## src/rtl/g_div_pkg.sv

```systemverilog
// Shared types and defaults for the three-axis "g" divider scheduler.
// Optional round-to-nearest build: define ROUND_EN.
package g_div_pkg;
  localparam int unsigned AXIS_X   = 0;
  localparam int unsigned AXIS_Y   = 1;
  localparam int unsigned AXIS_Z   = 2;
  localparam int unsigned NUM_AXES = 3;

  localparam int unsigned DIVISOR_DEFAULT     = 163;
  localparam int unsigned SCALING_DEFAULT     = 64;
  localparam int unsigned DIV_LATENCY_DEFAULT = 20;

  typedef struct packed {
    logic       valid;
    logic [1:0] axis;
    logic       sign;
  } tag_t;

  localparam int unsigned TAG_W = $bits(tag_t);

  // Round-robin successor in X -> Y -> Z -> X order.
  function automatic logic [1:0] axis_next(input logic [1:0] a);
    case (a)
      2'd0:    return 2'd1;
      2'd1:    return 2'd2;
      default: return 2'd0;
    endcase
  endfunction
endpackage

```

## src/rtl/g_div_scheduler_if.sv

```systemverilog
// Handshake bundle between the scheduler (master) and the shared pipelined divider (slave).
interface g_div_scheduler_if;
  logic        div_rfd;
  logic        div_nd;
  logic [15:0] div_dividend;
  logic [7:0]  div_divisor;
  logic [14:0] div_quotient;

  modport master (input div_rfd, input div_quotient,
                  output div_nd, output div_dividend, output div_divisor);
  modport slave  (output div_rfd, output div_quotient,
                  input div_nd, input div_dividend, input div_divisor);
endinterface

```

## src/rtl/g_div_tag_pipe.sv

```systemverilog
// DEPTH-stage tag shift register that travels alongside the divider; RST flushes every stage.
module g_div_tag_pipe
  import g_div_pkg::*;
#(
  parameter int unsigned DEPTH = DIV_LATENCY_DEFAULT
) (
  input  logic CLK,
  input  logic RST,
  input  tag_t tag_in,
  output tag_t tag_out
);
  tag_t stage_r [DEPTH];

  // Shift tags one stage per cycle; flushing drops in-flight results.
  always_ff @(posedge CLK) begin
    if (RST) begin
      for (int i = 0; i < DEPTH; i++) stage_r[i] <= {TAG_W{1'b0}};
    end else begin
      stage_r[0] <= tag_in;
      for (int i = 1; i < DEPTH; i++) stage_r[i] <= stage_r[i-1];
    end
  end

  assign tag_out = stage_r[DEPTH-1];
endmodule

```

## src/rtl/g_div_scheduler.sv

```systemverilog
// Shares one pipelined divider between X/Y/Z samples, round-robin, and writes back signed "g" results.
// Optional feature: define ROUND_EN for a round-to-nearest dividend offset of DIVISOR/2.
module g_div_scheduler
  import g_div_pkg::*;
#(
  parameter int unsigned DIVISOR     = DIVISOR_DEFAULT,
  parameter int unsigned SCALING     = SCALING_DEFAULT,
  parameter int unsigned DIV_LATENCY = DIV_LATENCY_DEFAULT
) (
  input  logic                  CLK,
  input  logic                  RST,
  input  logic [2:0]            din_valid,
  input  logic [9:0]            din_x,
  input  logic [9:0]            din_y,
  input  logic [9:0]            din_z,
  input  logic                  clear_ovr,
  g_div_scheduler_if.master     div_bus,
  output logic [9:0]            acc_x,
  output logic [9:0]            acc_y,
  output logic [9:0]            acc_z,
  output logic [2:0]            acc_valid,
  output logic                  frame_done,
  output logic [2:0]            overrun
);
  localparam logic [15:0] SCALING_W = 16'(SCALING);
`ifdef ROUND_EN
  localparam logic [15:0] ROUND_ADD_W = 16'(DIVISOR / 2);
`else
  localparam logic [15:0] ROUND_ADD_W = 16'd0;
`endif

  logic [2:0]  pend_r, pend_next_s, ovr_evt_s, overrun_r;
  logic [9:0]  pend_data_r [NUM_AXES];
  logic [9:0]  din_s [NUM_AXES];
  logic [9:0]  acc_r [NUM_AXES];
  logic [1:0]  rr_ptr_r, cand1_s, cand2_s, grant_axis_s;
  logic        grant_s, div_nd_r, frame_done_r;
  logic [15:0] div_dividend_r, dividend_s;
  logic [2:0]  acc_valid_r, frame_mask_r, wb_valid_s, frame_all_s;
  tag_t        issue_tag_r, wb_tag_s;
  logic        quot_unused_s;

  // Gather per-axis samples into an indexable array.
  always_comb begin
    din_s[AXIS_X] = din_x;
    din_s[AXIS_Y] = din_y;
    din_s[AXIS_Z] = din_z;
  end

  // Round-robin grant: first pending axis at or after the pointer.
  always_comb begin
    cand1_s = axis_next(rr_ptr_r);
    cand2_s = axis_next(cand1_s);
    grant_s = 1'b0;
    grant_axis_s = rr_ptr_r;
    if (!div_bus.div_rfd) begin
      grant_s = 1'b0;
    end else if (pend_r[rr_ptr_r]) begin
      grant_s = 1'b1;
      grant_axis_s = rr_ptr_r;
    end else if (pend_r[cand1_s]) begin
      grant_s = 1'b1;
      grant_axis_s = cand1_s;
    end else if (pend_r[cand2_s]) begin
      grant_s = 1'b1;
      grant_axis_s = cand2_s;
    end else begin
      grant_s = 1'b0;
    end
    dividend_s = {7'd0, pend_data_r[grant_axis_s][8:0]} * SCALING_W + ROUND_ADD_W;
  end

  // Pending update: an issued axis frees its slot, so a same-cycle sample is not an overrun.
  always_comb begin
    pend_next_s = pend_r;
    ovr_evt_s = 3'b000;
    if (grant_s) begin
      pend_next_s[grant_axis_s] = 1'b0;
    end else begin
      pend_next_s = pend_r;
    end
    for (int i = 0; i < NUM_AXES; i++) begin
      if (din_valid[i]) begin
        ovr_evt_s[i]   = pend_next_s[i];
        pend_next_s[i] = 1'b1;
      end else begin
        ovr_evt_s[i]   = 1'b0;
      end
    end
  end

  // Capture samples, track overrun and register the divider issue.
  always_ff @(posedge CLK) begin
    if (RST) begin
      pend_r         <= 3'b000;
      for (int i = 0; i < NUM_AXES; i++) pend_data_r[i] <= 10'd0;
      rr_ptr_r       <= 2'd0;
      overrun_r      <= 3'b000;
      div_nd_r       <= 1'b0;
      div_dividend_r <= 16'd0;
      issue_tag_r    <= {TAG_W{1'b0}};
    end else begin
      pend_r <= pend_next_s;
      for (int i = 0; i < NUM_AXES; i++) begin
        if (din_valid[i]) pend_data_r[i] <= din_s[i];
      end
      overrun_r   <= (clear_ovr ? 3'b000 : overrun_r) | ovr_evt_s;
      div_nd_r    <= grant_s;
      issue_tag_r <= {grant_s, grant_axis_s, pend_data_r[grant_axis_s][9]};
      if (grant_s) begin
        div_dividend_r <= dividend_s;
        rr_ptr_r       <= axis_next(grant_axis_s);
      end
    end
  end

  g_div_tag_pipe #(.DEPTH(DIV_LATENCY)) u_tag_pipe (
    .CLK     (CLK),
    .RST     (RST),
    .tag_in  (issue_tag_r),
    .tag_out (wb_tag_s)
  );

  // Decode the emerging tag into a one-hot update and the frame-complete test.
  always_comb begin
    wb_valid_s = 3'b000;
    if (wb_tag_s.valid) begin
      case (wb_tag_s.axis)
        2'd0:    wb_valid_s = 3'b001;
        2'd1:    wb_valid_s = 3'b010;
        2'd2:    wb_valid_s = 3'b100;
        default: wb_valid_s = 3'b000;
      endcase
    end else begin
      wb_valid_s = 3'b000;
    end
    frame_all_s = frame_mask_r | wb_valid_s;
  end

  // Write quotients back per axis and pulse frame_done when every axis has refreshed.
  always_ff @(posedge CLK) begin
    if (RST) begin
      for (int i = 0; i < NUM_AXES; i++) acc_r[i] <= 10'd0;
      acc_valid_r  <= 3'b000;
      frame_mask_r <= 3'b000;
      frame_done_r <= 1'b0;
    end else begin
      for (int i = 0; i < NUM_AXES; i++) begin
        if (wb_valid_s[i]) acc_r[i] <= {wb_tag_s.sign, div_bus.div_quotient[8:0]};
      end
      acc_valid_r <= wb_valid_s;
      if (frame_all_s == 3'b111) begin
        frame_done_r <= 1'b1;
        frame_mask_r <= 3'b000;
      end else begin
        frame_done_r <= 1'b0;
        frame_mask_r <= frame_all_s;
      end
    end
  end

  assign quot_unused_s        = ^div_bus.div_quotient[14:9];
  assign div_bus.div_nd       = div_nd_r;
  assign div_bus.div_dividend = div_dividend_r;
  assign div_bus.div_divisor  = 8'(DIVISOR);
  assign acc_x      = acc_r[AXIS_X];
  assign acc_y      = acc_r[AXIS_Y];
  assign acc_z      = acc_r[AXIS_Z];
  assign acc_valid  = acc_valid_r;
  assign frame_done = frame_done_r;
  assign overrun    = overrun_r;
endmodule

```

## src/flat_wrapper.sv

```systemverilog
// flat-port wrapper written by rule: the top's interface ports become plain ports
module g_div_scheduler_flat import g_div_pkg::*;
#(
  parameter int unsigned DIVISOR     = DIVISOR_DEFAULT,
  parameter int unsigned SCALING     = SCALING_DEFAULT,
  parameter int unsigned DIV_LATENCY = DIV_LATENCY_DEFAULT
)
  (CLK, RST, din_valid, din_x, din_y, din_z, clear_ovr, acc_x, acc_y, acc_z, acc_valid, frame_done, overrun, div_bus_div_rfd, div_bus_div_quotient, div_bus_div_nd, div_bus_div_dividend, div_bus_div_divisor);
  g_div_scheduler_if div_bus_i ();
  input  logic CLK;
  input  logic RST;
  input  logic [2:0] din_valid;
  input  logic [9:0] din_x;
  input  logic [9:0] din_y;
  input  logic [9:0] din_z;
  input  logic clear_ovr;
  output logic [9:0] acc_x;
  output logic [9:0] acc_y;
  output logic [9:0] acc_z;
  output logic [2:0] acc_valid;
  output logic frame_done;
  output logic [2:0] overrun;
  input wire logic [$bits(div_bus_i.div_rfd)-1:0] div_bus_div_rfd;
  input wire logic [$bits(div_bus_i.div_quotient)-1:0] div_bus_div_quotient;
  output wire logic [$bits(div_bus_i.div_nd)-1:0] div_bus_div_nd;
  output wire logic [$bits(div_bus_i.div_dividend)-1:0] div_bus_div_dividend;
  output wire logic [$bits(div_bus_i.div_divisor)-1:0] div_bus_div_divisor;
  assign div_bus_i.div_rfd = div_bus_div_rfd;
  assign div_bus_i.div_quotient = div_bus_div_quotient;
  assign div_bus_div_nd = div_bus_i.div_nd;
  assign div_bus_div_dividend = div_bus_i.div_dividend;
  assign div_bus_div_divisor = div_bus_i.div_divisor;
  g_div_scheduler #(.DIVISOR(DIVISOR), .SCALING(SCALING), .DIV_LATENCY(DIV_LATENCY)) u_core (.CLK(CLK), .RST(RST), .din_valid(din_valid), .din_x(din_x), .din_y(din_y), .din_z(din_z), .clear_ovr(clear_ovr), .div_bus(div_bus_i), .acc_x(acc_x), .acc_y(acc_y), .acc_z(acc_z), .acc_valid(acc_valid), .frame_done(frame_done), .overrun(overrun));
endmodule
```

## config.mk

```make
export PLATFORM = sky130hd
export DESIGN_NAME = g_div_scheduler_flat
export DESIGN_NICKNAME = d
export VERILOG_FILES = /design/src/rtl/g_div_pkg.sv /design/src/rtl/g_div_scheduler_if.sv /design/src/rtl/g_div_tag_pipe.sv /design/src/rtl/g_div_scheduler.sv /design/src/flat_wrapper.sv
export SDC_FILE = /design/constraint.sdc
export NUM_CORES = 1
export LEC_CHECK = 0
export CAP_MARGIN = 10
export CORE_ASPECT_RATIO = 2
export CORE_MARGIN = 3
export CORE_UTILIZATION = 25
export DETAILED_ROUTE_END_ITERATION = 8
export DONT_BUFFER_PORTS = 1
export GPL_ROUTABILITY_DRIVEN = 1
export PLACE_DENSITY = 0.4
export SLEW_MARGIN = 20
export SYNTH_ARGS = -nofsm -noshare
export SYNTH_HDL_FRONTEND = slang
export SYNTH_SLANG_ARGS = --single-unit
```

## constraint.sdc

```tcl
create_clock -name CLK -period 4.7 [get_ports CLK]
set_input_delay 0.94 -clock CLK [delete_from_list [all_inputs] [get_ports CLK]]
set_output_delay 0.94 -clock CLK [all_outputs]
set_load 0.005 [all_outputs]
```

* Word-level counts from Yosys, hierarchy flattened
Memory sizes are Yosys's and may differ from the RTL's.
Index checks and enable logic that the tools add are counted.
W data, S select, Z words.
** Storage, ports and cells
- Logic and storage cells :: 137
- Bits in writable memories :: 140
- Output and inout port bits :: 62
- Memories kept :: 3
- Register bits :: 28
- Bits of input ports :: 52
** Memory list
- u_core.u_tag_pipe.stage_r :: depth 20, width 4, rd ports 20, clocked after Yosys merged registers in 0, write ports 20, RTL line g_div_tag_pipe.sv:12 : tag_t stage_r [DEPTH];
- u_core.acc_r :: depth 3, width 10, rd ports 3, clocked after Yosys merged registers in 0, write ports 3, RTL line g_div_scheduler.sv:35 : logic [9:0] acc_r [NUM_AXES];
- u_core.pend_data_r :: depth 3, width 10, rd ports 1, clocked after Yosys merged registers in 0, write ports 3, RTL line g_div_scheduler.sv:33 : logic [9:0] pend_data_r [NUM_AXES];
** Operators by class
- Mux-type cells :: 77
- Eq/ne operators :: 6
- Bitwise operators :: 30
- Reduce and logical (&&, ||, !) cells :: 6
- Magnitude comparators :: 5
** Operators by type and width (number)
- $mux W4 :: 20
- $mux W10 :: 6
- $mux W1 :: 36
- $or A1 B1 Y1 :: 26
- $lt A2 B3 Y1 const B :: 4
- $pmux W2 S2 :: 3
- $mux W3 :: 3
- $pmux W3 S3 :: 1
- $eq A2 B1 Y1 const B :: 4
- $logic_not A2 Y1 :: 4
- $mux W2 :: 4
- $bmux W1 S2 :: 3
- $or A3 B3 Y3 :: 2
- $and A3 B3 Y3 :: 1
- $eq A3 B3 Y1 const B :: 1
- $not A3 Y3 :: 1
- $demux W1 S2 :: 1
- $eq A2 B2 Y1 const B :: 1
- $ge A2 B1 Y1 const B :: 1
- $reduce_or A2 Y1 :: 1
- $logic_and A1 B1 Y1 :: 1

* Logic depth before layout (Yosys ltp)
- Depth after elaboration :: 19
- Mapped depth :: 7
- Gate-level depth less buffers :: 5

* By module
From an unflattened synthesis, not the netlist that was laid out.
** Second synthesis, totals
- Cells, all modules :: 450
- Area, all modules :: 5709.2 um2
** By module, submodules not included
- g_div_scheduler :: sequential area each 2362.3 um2, area each 3537.1 um2, times used 1, cells an instance 278
- g_div_tag_pipe :: sequential area each 1601.5 um2, area each 2172.1 um2, times used 1, cells an instance 172

* Worst setup path after synthesis
Ideal clock, no wire load.
- Kind :: input -> register
- Start :: input port RST
- End :: memory u_core.pend_data_r[0][0] (enable)
- Arrival :: 1856 ps
- Setup time :: 340 ps
- Required time :: 4360 ps
- Stages :: 5
- Path buffers :: 3
- Setup slack :: 2504 ps
- Cells stage by stage :: clkbuf_1 > inv_1 > buf_2 > clkbuf_1 > nand2_1
** RTL lines
- start: declaration :: RTL line flat_wrapper.sv:11 : input logic RST;
- end: declaration :: RTL line g_div_scheduler.sv:33

==> impl_metrics.toml <==
[logic_synthesis]
synth_top_cell_by_area = "dfxtp_1"
ys.flop_type = "dfxtp_1"
yosysWarnings = 0
yosysSeqAreaShare_pct = 68.7
synth_area_um2 = 5770
synthCells = 456
synth_edf_count = 60
syn_area_per_cell_um2 = 12.7
ys_types = 44
yosys-top-cells-area = "dfxtp_1, edfxtp_1, nor2b_1"
synth_seq_cells = 168
async_flop_share_pct = 0
synth_top_area_share_pct = 37.5

[timing]
worst_slew_pin_slew_ns = 0.829
fin_crit_sh_pct = 52.0
rsz0062_at_grt = "false"
layout_min_cycle_time_ns = 2.44
setup_viol_count_final = 0
slew_headroom_pct = 44.7
tns_ns = 0
finalHoldViolCount = 0
fmax_mhz = 409
hold-worst-slack_ns = 0.424
skew_ns = 0.0127
finalMaxSlewViolations = 0

[layout]
multi_input_area_um2 = 1590
fin_util_pct = 28.7
fin_cells = 743
n_antenna_cell = 0
layout_common_cells = "dfxtp_1, nor2b_1, edfxtp_1"
drive_above_1_share_pct = 9.29
area_delta_synth_final_pct = 13.1
nNetsFinal = 502
regArea_um2 = 3960
final_common_cell = "dfxtp_1"
nFillCells = 2329

[place]
portBuffers = 0
gp_congestion = 0.750
dpl.cell_count = 711
dp_hpwl_um = 7520

[power]
powerDensity_nw_per_um2 = 471
comb_power_share_pct = 3.5
clkPwrFrac_pct = 44.7
p_leak_nw = 2.40
switching_power_w = 0.000658
power.internal_w = 0.00242
sequentialPowerShare_pct = 51.8
ir_drop_uv = 192
swShare_pct = 21.4

[die]
rows = 78
die_h_um = 221
chipWidth_um = 113
initial_utilization_pct = 25.4
die_area_um2 = 25100
ios = 114
coreArea_um2 = 22700

[worst_hold_path]
holdCritPathClass = "reg2reg"

[routing]
wl_met2_um = 6180
wirelength_um = 10700
vias = 3080
drt_iter0_markers = 101
dr.pass1.iters = 4
viasPerCell = 4.15
post_drt_wl_per_cell_um = 14.4
ant_nets = 0
routed.top_layer = "met4"
wl_met1_um = 3730
drc_errors = 0
met3_length_um = 552

[clock_tree]
cts_buffer_depth = 2
cts_hold_buf = 0
cts-root-buf = "clkbuf_16"
numCtsBuffers = 17
cts_tree = "yes"
clock_sinks = 168
postCtsSetupBuffers = 0
cts_max_level = 4
clk_latency_ns = 0.42
cts_resized = 0
clkTransAtPathRegs_ns = 0.06

[setup_path]
cp.arrival_ns = 2.71
cp-start-kind = "input port"
end_kind = "register"
crit_path_max_fanout = 98
cp_cell_sequence = "inv_1 > nand2_1 > a21oi_1 > and2_1"
cp_slowest_stage_delay_ns = 0.69
crit_buf_inv = 1
crit_family = "compound AO/OA/AOI/OAI gates"
cp_slowest_cell = "a21oi_1"
critPathKind = "in2reg"
worstPathRequired_ns = 4.96

[global_route]
grt_use_total_pct = 8.83
grt_start_max_net_pins = 99
antenna_found_initial = 0
grt_pass1_vias = 3213
overflow = 0
grt_pass1_wl_um = 16800

[run]
drv_cap = 0

[run_status]
status = "complete, no violations"
-- per-layer routing --
layer / vias up / GRT usage [%]
li1: 1501 / -
met1: 1468 / 7.96
met2: 93 / 16.8
met3: 18 / 3.39
met4: 0 / 3.96
met5: - / 0
-- cells by family (layout without fill, tap and decap cells) --
kind of cell / count (synthesis) / count (layout) / synth area share, %
other: 2 / 15 / 0.130
multiplexers: 7 / 7 / 1.21
AO/OA/AOI/OAI: 49 / 49 / 6.24
AND/OR/NAND/NOR: 185 / 185 / 19.1
buffers and inverters: 45 / 39 / 4.60
flip-flops: 168 / 168 / 68.7
-- through the flow --
step	area (um2)	power (W)	worst slack, ns
floorplan	5820	0.00173	2.50
global placement	5940	0.00173	1.89
detailed placement	5940	0.00174	1.82
CTS	6530	0.00313	2.27
global route	6530	0.00320	2.12
finish	6530	0.00308	2.26
-- worst paths after layout --
check | slack (ns) | cells past startpoint | from | endpoint
max | 2.26 | 4 | RST | u_core.acc_r[0][21]
min | 0.42 | 1 | u_core.u_tag_pipe.stage_r[1][8] | u_core.u_tag_pipe.stage_r[1][12]
max reg2reg | 2.59 | 5 | u_core.rr_ptr_r[1] | u_core.div_bus.div_dividend[11]
min reg2reg | 0.42 | 1 | u_core.u_tag_pipe.stage_r[1][8] | u_core.u_tag_pipe.stage_r[1][12]
-- sequential cells by signal, summed over array words and instances (netlist names), 3 cells and up --
register	count
u_core.overrun	3
u_core.pend_data_r	30
u_core.frame_mask_r	3
u_core.div_bus.div_dividend	9
u_core.acc_valid	3
u_core.pend_r	3
u_core.acc_r	30
u_core.issue_tag_r	3
u_core.u_tag_pipe.stage_r	80
-- synthesized netlist by cell type, types with 7 or more instances --
cell type and number:
and2_1 41, nand2_1 9, a21oi_1 12, mux2i_1 7, dfxtp_1 108, nor2b_1 84, nand3_1 7, edfxtp_1 60
nor2_1 11, clkbuf_1 15, buf_4 17
-- power groups by stage --
stage / Combinational, W / Clock (W) / Sequential (W)
2_1_floorplan: 0.000117 / 0 / 0.00161
3_3_place_gp: 0.000107 / 0 / 0.00163
3_5_place_dp: 0.000110 / 0 / 0.00163
4_1_cts: 0.000111 / 0.00142 / 0.00159
5_1_grt: 0.000121 / 0.00148 / 0.00160
6_report: 0.000107 / 0.00138 / 0.00159
-- worst reg2reg max path: stages, from the launching register on --
cell and delay, ns:
dfxtp_1 0.58, a21boi_2 0.14, o31ai_4 0.54, nor2_2 0.18, and2_4 0.22, a221o_1 0.34
-- final cells by class --
| type | count | share of cell area, % |
|---|---|---|
| clock inverters | 13 | 2.13 |
| flip-flops and latches | 168 | 60.7 |
| well taps | 280 | 5.37 |
| multi-input cells | 256 | 24.4 |
| repair buffers | 1 | 0.115 |
| clock buffers | 19 | 6.94 |
| inverters | 6 | 0.345 |
Note: power is estimated with default switching activity, not from simulation.
